<file path="src/rtl/order_pkg.sv">
// Shared order-stream definitions: header codes, field widths and the encoder FSM states.
package order_pkg;

    localparam int unsigned ORDER_ADDR_W = 8;
    localparam int unsigned ORDER_LEN_W  = 16;

    localparam logic [7:0] ORDER_HDR_WRITE = 8'h57;
    localparam logic [7:0] ORDER_HDR_READ  = 8'h52;

    typedef enum logic [2:0] {
        ST_IDLE,
        ST_HDR,
        ST_ADDR,
        ST_LEN_HI,
        ST_LEN_LO,
        ST_PAYLOAD,
        ST_RSP_WAIT
    } order_state_t;

endpackage

</file>
<file path="src/rtl/order_encoder.sv">
// Serializes register transactions into HDR/ADDR/LEN_HI/LEN_LO/payload orders and collects read responses.
// Optional response timeout: define ORDER_ENCODER_TIMEOUT_EN.
module order_encoder
    import order_pkg::*;
#(
    parameter logic [23:0] TIMEOUT_CYCLES = 24'd1_000_000
) (
    input  logic                    clk,
    input  logic                    res_n,
    input  logic                    cmd_valid,
    output logic                    cmd_ready,
    input  logic                    cmd_write,
    input  logic [ORDER_ADDR_W-1:0] cmd_address,
    input  logic [ORDER_LEN_W-1:0]  cmd_length,
    input  logic                    wd_valid,
    output logic                    wd_ready,
    input  logic [7:0]              wd_data,
    output logic [7:0]              wo_data,
    output logic                    wo_wr,
    input  logic                    wo_full,
    input  logic [7:0]              ri_data,
    input  logic                    ri_empty,
    output logic                    ri_read,
    output logic                    rsp_valid,
    input  logic                    rsp_ready,
    output logic [7:0]              rsp_data,
    output logic                    rsp_last,
    output logic                    busy,
    output logic                    err_timeout
);

    order_state_t            state;
    logic                    is_write;
    logic [ORDER_ADDR_W-1:0] addr;
    logic [ORDER_LEN_W-1:0]  count;
    logic                    tmo_expire;

    assign cmd_ready = (state == ST_IDLE);
    assign busy      = (state != ST_IDLE);

    // Byte-level handshakes are combinational from state and the live FIFO flags.
    always_comb begin
        wo_wr     = 1'b0;
        wo_data   = 8'h00;
        wd_ready  = 1'b0;
        ri_read   = 1'b0;
        rsp_valid = 1'b0;
        rsp_data  = 8'h00;
        rsp_last  = 1'b0;
        case (state)
            ST_HDR: begin
                wo_wr   = !wo_full;
                wo_data = is_write ? ORDER_HDR_WRITE : ORDER_HDR_READ;
            end
            ST_ADDR: begin
                wo_wr   = !wo_full;
                wo_data = addr;
            end
            ST_LEN_HI: begin
                wo_wr   = !wo_full;
                wo_data = count[15:8];
            end
            ST_LEN_LO: begin
                wo_wr   = !wo_full;
                wo_data = count[7:0];
            end
            ST_PAYLOAD: begin
                wo_wr    = wd_valid && !wo_full;
                wd_ready = wd_valid && !wo_full;
                wo_data  = wd_data;
            end
            ST_RSP_WAIT: begin
                rsp_valid = !ri_empty;
                rsp_data  = ri_data;
                ri_read   = !ri_empty && rsp_ready;
                rsp_last  = !ri_empty && (count == ORDER_LEN_W'(1));
            end
            default: ;
        endcase
    end

    // Order sequencing; count holds the length in the header and then counts bytes down.
    always_ff @(posedge clk or negedge res_n) begin
        if (!res_n) begin
            state    <= ST_IDLE;
            is_write <= 1'b0;
            addr     <= '0;
            count    <= '0;
        end else begin
            case (state)
                ST_IDLE: begin
                    if (cmd_valid) begin
                        is_write <= cmd_write;
                        addr     <= cmd_address;
                        count    <= cmd_length;
                        state    <= ST_HDR;
                    end
                end
                ST_HDR:    if (wo_wr) state <= ST_ADDR;
                ST_ADDR:   if (wo_wr) state <= ST_LEN_HI;
                ST_LEN_HI: if (wo_wr) state <= ST_LEN_LO;
                ST_LEN_LO: begin
                    if (wo_wr) begin
                        if (count == '0)  state <= ST_IDLE;
                        else if (is_write) state <= ST_PAYLOAD;
                        else               state <= ST_RSP_WAIT;
                    end
                end
                ST_PAYLOAD: begin
                    if (wo_wr) begin
                        count <= count - ORDER_LEN_W'(1);
                        if (count == ORDER_LEN_W'(1)) state <= ST_IDLE;
                    end
                end
                ST_RSP_WAIT: begin
                    if (ri_read) begin
                        count <= count - ORDER_LEN_W'(1);
                        if (count == ORDER_LEN_W'(1)) state <= ST_IDLE;
                    end else if (tmo_expire) begin
                        state <= ST_IDLE;
                    end
                end
                default: state <= ST_IDLE;
            endcase
        end
    end

`ifdef ORDER_ENCODER_TIMEOUT_EN
    logic [23:0] tmo_cnt;
    logic        err_q;

    assign tmo_expire  = (state == ST_RSP_WAIT) && !ri_read && (tmo_cnt == TIMEOUT_CYCLES - 24'd1);
    assign err_timeout = err_q;

    // Idle-response counter restarts on every pop and whenever the FSM is outside RSP_WAIT.
    always_ff @(posedge clk or negedge res_n) begin
        if (!res_n) begin
            tmo_cnt <= '0;
            err_q   <= 1'b0;
        end else begin
            if (state == ST_IDLE && cmd_valid) err_q <= 1'b0;
            else if (tmo_expire)               err_q <= 1'b1;

            if (state != ST_RSP_WAIT || ri_read) tmo_cnt <= '0;
            else if (!tmo_expire)                tmo_cnt <= tmo_cnt + 24'd1;
        end
    end
`else
    assign tmo_expire  = 1'b0;
    // Parameter kept referenced so both builds expose the same interface.
    assign err_timeout = 1'b0 & (TIMEOUT_CYCLES != 24'd0);
`endif

endmodule
</file>
<file path="config.mk">
export PLATFORM = sky130hd
export DESIGN_NAME = order_encoder
export DESIGN_NICKNAME = d
export VERILOG_FILES = /design/src/rtl/order_pkg.sv /design/src/rtl/order_encoder.sv
export SDC_FILE = /design/constraint.sdc
export NUM_CORES = 1
export LEC_CHECK = 0
export BUFFER_PORTS_ARGS = -buffer_cell sky130_fd_sc_hd__buf_4
export CAP_MARGIN = 20
export CORE_UTILIZATION = 44
export CTS_BUF_LIST = sky130_fd_sc_hd__clkbuf_8
export DETAILED_ROUTE_END_ITERATION = 10
export HOLD_SLACK_MARGIN = 0.05
export PLACE_DENSITY = 0.72
export SETUP_SLACK_MARGIN = 0.1
export SYNTH_ARGS = -nofsm -noshare
export SYNTH_HDL_FRONTEND = slang
export SYNTH_SLANG_ARGS = --single-unit
</file>
<file path="constraint.sdc">
create_clock -name clk -period 3.41 [get_ports clk]
set_clock_uncertainty 0.05 [all_clocks]
set_input_delay 0.341 -clock clk [delete_from_list [all_inputs] [get_ports clk]]
set_output_delay 0.341 -clock clk [all_outputs]
set_load 0.1 [all_outputs]
</file>
==> impl_metrics.py, run 1 <==
metrics = {
    "synth": {
        "synthesis.nets": 298,
        "synthAdderAreaFrac_pct": 1.787,
        "synth_top_family_by_area": "compound AO/OA/AOI/OAI gates",
        "yosys.cell_types.count": 53,
        "synth-xor-area-share_pct": 0,
        "syn_inst": 247,
        "synth_edf_count": 0,
        "syn_area_per_cell_um2": 8.505,
        "synth_flop_cell": "dfrtp_1",
        "synth-seq-area-share_pct": 33.35,
        "syn_area_um2": 2101,
        "async_flop_share_pct": 100.0,
        "synthMuxAreaShare_pct": 8.160,
        "yosys.area_share.simple_pct": 21.56,
        "ys_seq_elements": 28,
        "synth_warnings": 0,
        "synth-compound-area-share_pct": 27.46,
    },
    "drt": {
        "final_antenna_net_count": 0,
        "remaining_drc_errors": 8,
        "dr.pass1.iters": 7,
        "post_drt_wl_per_cell_um": 16.09,
        "drt_iter0_drc": 176,
        "vias": 2145,
        "vias_per_cell": 5.958,
        "totalWireLength_mm": 5.794,
    },
    "outcome": {
        "status": "finished, violations left",
        "violations": "DRC",
    },
    "timing": {
        "fmax_mhz": 369.7,
        "tightest_slew_ns": 0.8335,
        "drv_slew": 0,
        "layout_min_cycle_time_ns": 2.705,
        "period_share_pct": 79.33,
        "relSlewSlack_pct": 44.43,
        "rsz0062_at_grt": "false",
        "timing.final.ws_setup_ns": 0.7049,
        "finalHoldViolCount": 0,
        "fin_setup_tns_ns": 0,
        "setup_viol": 0,
    },
    "layout": {
        "layout_commonest_cell": "buf_4",
        "multi_input_area_um2": 1261,
        "ff_latch_area_um2": 700.7,
        "mostFrequentLayoutCells": "76 x buf_4, 28 x dfrtp_1, 24 x a21oi_1",
        "fillerInstances": 402,
        "synthToLayoutAreaGrowth_pct": 28.71,
        "drive_gt1_share_pct": 32.79,
        "n_antenna_cell": 0,
        "stdcell_area_um2": 2704,
        "fin_nets": 360,
    },
    "floorplanning": {
        "ios": 72,
        "floorplan.initialDensity_pct": 46.95,
        "die_h_um": 71.10,
        "design.die.area_um2": 5055,
        "core_area_um2": 4474,
        "rows": 24,
        "die_x_um": 71.10,
    },
    "setup_path": {
        "slowest_delay_ns": 0.90,
        "cp_slowest_cell": "dfrtp_1",
        "worst-path-max-fanout": 32,
        "cp.required_ns": 3.02,
        "crit_type": "reg -> out",
        "crit_arrival_ns": 2.31,
        "crit_family": "flip-flops",
        "reg2reg_from": "state[2]",
        "worst-r2r-setup-slack_ns": 0.87,
        "reg2reg_depth": 5,
        "r2r-end": "count[15]",
        "path_buf_inv": 1,
        "crit_chain": "nor2b_1 -> a221oi_1 -> nor2_1 -> buf_4",
        "crit_path_start_kind": "register",
        "end_kind": "output pin",
    },
    "cts": {
        "cts_tree": "done",
        "clock_tree.root_cell": "clkbuf_8",
        "clock_latency_ns": 0.28,
        "numCtsBuffers": 3,
        "cts.sinks": 28,
        "htree_levels": 1,
        "clk_pin_slew_ns": 0.10,
        "cts_setup_buffers": 0,
        "max-clock-path-buffers": 2,
        "hold_buffers": 1,
        "cts-resized-gates": 0,
    },
    "hold_path": {
        "holdPathStages": 3,
        "hold_end": "is_write",
        "worstHoldStart": "cmd_write",
        "hold_class": "in -> reg",
    },
    "grt": {
        "gr-total-overflow": 0,
        "antenna_found_initial": 0,
        "grt_usage_pct": 23.53,
        "grt_pass1_vias": 1987,
        "grt_max_degree": 33,
        "grt_pass1_wl_mm": 9.432,
    },
    "place": {
        "numPortBuffers": 70,
        "dpl_cell_area_um2": 2639,
        "gp_congestion": 0.8681,
        "dp_hpwl_mm": 4.365,
        "preCtsSetupSlack_ns": 0.9266,
    },
    "flow_run": {
        "drv_cap": 0,
    },
}
[metrics by stage]
| step | hold WS, ns | cells | utilization, % |
|---|---|---|---|
| 2_1_floorplan | -0.004591 | 247 | - |
| 3_3_place_gp | 0.2360 | 355 | 58.98 |
| 3_5_place_dp | 0.2379 | 355 | 58.98 |
| 4_1_cts | 0.2156 | 360 | 60.43 |
| 5_1_grt | 0.2337 | 360 | 60.43 |
| 6_report | 0.2164 | 360 | 60.43 |
[flip-flops by register name, indices dropped and copies added (netlist names)]
name / flops
is_write: 1
state: 3
count: 16
addr: 8
[area by class of cell]
cell class	instances	area share, %
multi-input combinational	188	46.65
sequential	28	25.91
timing repair buffer	77	21.47
tap	52	2.406
clock buffer	4	2.036
inverter	11	1.527
[layer usage]
layer / global-route usage (%) / wire (um) / vias to the layer above
li1: - / - / 1044
met1: 31.82 / 2492 / 1013
met2: 40.71 / 2810 / 84
met3: 3.134 / 451 / 4
met4: 4.444 / 39 / 0
met5: 0 / 0 / -
[how the worst max path moves through the flow]
stage          depth (start not counted)         end     start
2_1_floorplan                          4  wo_data[6]  state[1]
3_3_place_gp                           5   count[15]  state[2]
3_5_place_dp                           5    count[6]  state[2]
4_1_cts                                4  wo_data[1]  state[2]
5_1_grt                                4  wo_data[3]  state[2]
6_report                               4  wo_data[3]  state[2]
[worst reg2reg max path: stages (launching register included)]
cell and delay (ns):
dfrtp_1 0.70, nor3_4 0.33, and2_1 0.48, a21o_1 0.50, o21ai_0 0.21, o2bb2ai_1 0.17
[cell usage after synthesis, types with 2 or more instances]
cell       instances  area (um^2)
o21ai_0           21        105.1
buf_2              8        40.04
nor3_1            11        55.05
a22oi_1            5        37.54
mux2_2             9        101.4
a32o_1             2        20.02
and3_1            10        62.56
dfrtp_1           28        700.7
a221oi_1           3        26.28
clkbuf_1           6        22.52
nand4_1            3        18.77
a31oi_1            3        18.77
nor4_1             3        18.77
ha_1               3        37.54
and4_1             2        17.52
nor2b_1            5        31.28
buf_4              2        15.01
nor3b_1            2        15.01
o21a_1             4        30.03
nor2_1            14        52.55
a21oi_1           24        120.1
inv_1             11        41.29
nand3_1            3        15.01
nand2_1           15        56.30
buf_6              3        33.78
o22ai_1            6        37.54
o32ai_1            3        26.28
and2_1             2        12.51
or3_1              2        12.51
o211ai_1           3        22.52
o2bb2ai_1          3        26.28
mux2i_1            7        70.07
[kinds of logic after synthesis]
| family | after synthesis |
|---|---|
| AOI/OAI and AO/OA | 88 |
| adders and majority gates | 3 |
| buffers and inverters | 31 |
| DFF | 28 |
| muxes | 16 |
| other | 1 |
| and+or+nand+nor | 80 |
Power of run 1 is not shown: default switching activity piles up to over one toggle a cycle in this logic, so the estimate is an artifact.
==> inputs of run 2 (changes only) <==
- PLACE_DENSITY: 0.72 -> 0.75
- clock period: 3.41 -> 2.3 ns (I/O delays scaled with it)
==> run 2 against run 1 <==
  * The run still ends with DRC left
  * Setup slack got worse by 0.55 ns
  * Critical path type unchanged
  * Routed wire length increased by 3.4%
  * Final cell count is 2.8% higher
  * Sequential share of layout area shrank 1.9 points
==> impl_metrics.py, run 2 (synthesized netlist as in run 1, its figures left out) <==
metrics = {
    "floorplanning": {
        "floorplan.initialDensity_pct": 46.95,
        "design.die.area_um2": 5055,
        "core_area_um2": 4474,
        "die_x_um": 71.10,
        "die_h_um": 71.10,
        "rows": 24,
        "ios": 72,
    },
    "setup_path": {
        "end_kind": "output pin",
        "cp_slowest_cell": "dfrtp_2",
        "r2r-end": "state[1]",
        "crit_chain": "buf_4 -> inv_1 -> nor2_2 -> a221oi_1 -> a21oi_2 -> buf_6",
        "reg2reg_depth": 5,
        "slowest_delay_ns": 0.46,
        "crit_arrival_ns": 1.86,
        "worst-r2r-setup-slack_ns": 0.22,
        "worst-path-max-fanout": 8,
        "crit_type": "reg -> out",
        "cp.required_ns": 2.02,
        "reg2reg_from": "count[9]",
        "crit_path_start_kind": "register",
    },
    "layout": {
        "top_register": "count",
        "reg_top3": "count (16), addr (8), state (3)",
        "n_antenna_cell": 0,
        "drive_gt1_share_pct": 43.08,
        "fin_nets": 370,
        "synthToLayoutAreaGrowth_pct": 39.61,
        "mostFrequentLayoutCells": "79 x buf_4, 26 x dfrtp_1, 23 x a21oi_1",
        "largest_reg_flops": 16,
        "layout_commonest_cell": "buf_4",
    },
    "cts": {
        "max-clock-path-buffers": 2,
        "clk_pin_slew_ns": 0.10,
        "numCtsBuffers": 3,
        "clock_latency_ns": 0.28,
        "cts_tree": "done",
        "clock_tree.root_cell": "clkbuf_8",
        "cts.sinks": 28,
        "htree_levels": 1,
    },
    "timing": {
        "period_share_pct": 93.21,
        "fmax_mhz": 466.5,
        "layout_min_cycle_time_ns": 2.144,
        "rsz0062_at_grt": "true",
        "fin_hold_ws_ns": 0.09903,
        "finalHoldViolCount": 0,
        "setup_viol": 0,
        "drv_slew": 0,
    },
    "drt": {
        "final_antenna_net_count": 0,
        "vias_per_cell": 5.984,
        "post_drt_wl_per_cell_um": 16.19,
        "drt_iter0_drc": 181,
        "vias": 2214,
        "dr.pass1.iters": 7,
        "remaining_drc_errors": 8,
        "totalWireLength_mm": 5.992,
    },
    "hold_path": {
        "holdPathStages": 3,
        "hold_end": "is_write",
        "worstHoldStart": "cmd_write",
        "hold_class": "in -> reg",
    },
    "place": {
        "gp_congestion": 0.9136,
        "numPortBuffers": 70,
        "dp_hpwl_mm": 4.607,
    },
    "flow_run": {
        "drv_cap": 0,
    },
    "grt": {
        "grt_max_degree": 29,
        "grt_pass1_wl_mm": 9.584,
        "gr-total-overflow": 0,
        "grt_usage_pct": 24.03,
        "grt_pass1_vias": 2021,
        "antenna_found_initial": 0,
    },
    "outcome": {
        "violations": "DRC",
        "status": "finished, violations left",
    },
}
[run 2: cell types whose count changed in the layout (fill, tap and decap cells not counted), sizes merged]
cell,before,now
buf,76,86
clkinvlp,0,1
inv,11,10
[run 2: per-stage QoR]
step	utilization [%]	setup WS (ns)	area, um^2	setup TNS [ns]	cells
floorplan	-	-0.6222	2233	-1.025	247
global placement	62.81	0.2860	2810	0	364
detailed placement	62.81	0.1882	2810	0	364
CTS	64.82	0.09047	2900	0	370
global route	65.55	0.07709	2933	0	370
finish	65.55	0.1562	2933	0	370
[run 2: worst max-delay path by stage]
| stage | cells past startpoint | endpoint | from | slack [ns] |
|---|---|---|---|---|
| global route | 7 | rsp_last | count[1] | 0.08 |
| CTS | 6 | wo_data[1] | state[1] | 0.09 |
| global placement | 7 | state[2] | count[1] | 0.29 |
| detailed placement | 7 | state[2] | count[1] | 0.19 |
| floorplan | 4 | wo_wr | state[1] | -0.62 |
| finish | 6 | wo_data[1] | state[1] | 0.16 |
[run 2: critical path: cells and delay by family (launching register included)]
kind / cells / cell delay [ns]
buffers and inverters: 3 / 0.53
flip-flops: 1 / 0.46
AND/OR/NAND/NOR: 1 / 0.09
AO/OA/AOI/OAI: 2 / 0.50
[run 2: repair_timing]
item / 4_1_cts / 5_1_grt
buffers inserted: 1 / 0
gates cloned: 0 / 0
setup endpoints to repair: 4 / 12
hold endpoints to repair: 28 / 0
hold buffers: 1 / 0
resized for setup: 5 / 9
pin swaps: 1 / 0
[run 2: per-layer routing]
metal | routed length [um] | GRT usage (%)
met5 | 0 | 0
met3 | 441 | 4.131
met1 | 2556 | 32.28
met2 | 2852 | 39.53
met4 | 142 | 7.778
[run 2: area by class of cell]
cell class	instances	area (um^2)
Clock buffer	4	55.05
Fill cell	399	1541
Inverter	11	45.04
Multi-Input combinational cell	188	1379
Sequential cell	28	703.2
Tap cell	52	65.06
Timing Repair Buffer	87	685.7
Power of run 2 is left out for the same reason.
==> inputs of run 3 (changes only) <==
- GPL_TIMING_DRIVEN: not set -> 0
==> run 3 against run 2 <==
  * The flow still finishes with violations (DRC)
  * Sequential share of layout area is 0.97 points lower
  * Critical path depth down 1
  * Non-clock buffer count rose by 8
  * First-iteration DRC count is 19% higher
  * Routed wire length increased by 6.4%
  * Sequential cell count unchanged
  * Final cell count rose by 2.2%
  * Setup slack better by 0.0023 ns
  * Critical path type unchanged
  * Critical endpoint is now rsp_last
==> impl_metrics.py, run 3 (synthesized netlist as in run 1, its figures left out) <==
metrics = {
    "setup_path": {
        "crit_type": "reg -> out",
        "worst-path-max-fanout": 7,
        "reg2reg_depth": 7,
        "end_kind": "output pin",
        "cp.required_ns": 2.02,
        "crit_path_start_kind": "register",
        "startpoint": "count[4]",
        "crit_arrival_ns": 1.86,
        "reg2reg_from": "count[0]",
    },
    "timing": {
        "rsz0062_at_grt": "true",
        "layout_min_cycle_time_ns": 2.142,
        "finalHoldViolCount": 0,
        "period_share_pct": 93.11,
        "drv_slew": 0,
        "fmax_mhz": 467.0,
        "fin_hold_ws_ns": 0.1042,
        "setup_viol": 0,
    },
    "floorplanning": {
        "die_h_um": 71.10,
        "die_x_um": 71.10,
        "design.die.area_um2": 5055,
        "rows": 24,
        "ios": 72,
        "floorplan.initialDensity_pct": 46.95,
        "core_area_um2": 4474,
    },
    "drt": {
        "post_drt_wl_per_cell_um": 16.87,
        "final_antenna_net_count": 0,
        "totalWireLength_mm": 6.376,
        "remaining_drc_errors": 8,
        "vias": 2299,
        "dr.pass1.iters": 8,
        "drt_iter0_drc": 215,
        "vias_per_cell": 6.082,
    },
    "grt": {
        "grt_pass1_wl_mm": 10.26,
        "antenna_found_initial": 0,
        "gr-total-overflow": 0,
        "grt_pass1_vias": 2092,
        "grt_max_degree": 29,
        "grt_usage_pct": 25.61,
    },
    "cts": {
        "cts_tree": "done",
        "numCtsBuffers": 3,
        "htree_levels": 1,
        "clock_tree.root_cell": "clkbuf_8",
        "max-clock-path-buffers": 2,
        "clk_pin_slew_ns": 0.10,
        "clock_latency_ns": 0.28,
        "cts.sinks": 28,
    },
    "layout": {
        "reg_top3": "count (16), addr (8), state (3)",
        "n_antenna_cell": 0,
        "top_register": "count",
        "synthToLayoutAreaGrowth_pct": 45.27,
        "largest_reg_flops": 16,
        "drive_gt1_share_pct": 46.01,
        "fin_nets": 378,
        "mostFrequentLayoutCells": "65 x buf_4, 27 x dfrtp_1, 22 x a21oi_1",
        "layout_commonest_cell": "buf_4",
        "post-route-util_pct": 68.20,
    },
    "hold_path": {
        "hold_class": "in -> reg",
        "worstHoldStart": "cmd_write",
        "holdPathStages": 3,
    },
    "place": {
        "dp_hpwl_mm": 4.784,
        "gp_congestion": 0.8848,
        "numPortBuffers": 70,
    },
    "flow_run": {
        "drv_cap": 0,
    },
    "outcome": {
        "status": "finished, violations left",
        "violations": "DRC",
    },
}
run 3: critical path: stages (launching register included):
cell	delay (ns)
dfrtp_1	0.50
nor4_4	0.43
nand4_1	0.13
buf_4	0.18
nor3_4	0.14
buf_12	0.20
run 3: cell type report:
cell class / instances / area [um^2]
buffer: 20 / 140.1
clock buffer: 4 / 55.05
fill: 359 / 1423
inverter: 11 / 45.04
multi-input combinational: 188 / 1416
sequential: 28 / 701.9
tap: 52 / 65.06
timing repair buffer: 75 / 628.1
run 3: final timing paths:
check / slack (ns) / endpoint
min in group asynchronous: 0.35 / count[1]
max in group asynchronous: 1.54 / state[2]
worst max register to register: 0.19 / count[8]
worst min-delay path: 0.10 / is_write
worst min register to register: 0.47 / addr[4]
worst max-delay path: 0.16 / rsp_last
run 3: metrics by stage:
stage / setup TNS, ns / instances / worst slack [ns] / cell area (um^2)
final: 0 / 378 / 0.1585 / 3052
after global routing: 0 / 378 / 0.05193 / 3052
after CTS: 0 / 375 / 0.07071 / 2965
after detailed placement: -0.05769 / 369 / -0.05769 / 2824
after global placement: 0 / 369 / 0.05075 / 2824
after floorplan: -1.025 / 247 / -0.6222 / 2233
run 3: timing repair:
item | CTS | global route
setup buffers | 1 | 3
resized for setup | 20 | 21
setup endpoints to repair | 25 | 28
pin swaps | 1 | 0
hold buffers | 1 | 0
endpoints found under the hold margin | 28 | 0
run 3: metal layers:
| layer | GRT usage (%) | share of wire [%] | wire, um | up-vias |
|---|---|---|---|---|
| li1 | - | - | - | 1085 |
| met1 | 35.89 | 43 | 2739 | 1097 |
| met2 | 42.31 | 48 | 3054 | 111 |
| met3 | 3.704 | 8.4 | 537 | 6 |
| met4 | 5.333 | 0.69 | 44 | 0 |
| met5 | 0 | 0 | 0 | - |
Power of run 3 is left out for the same reason.
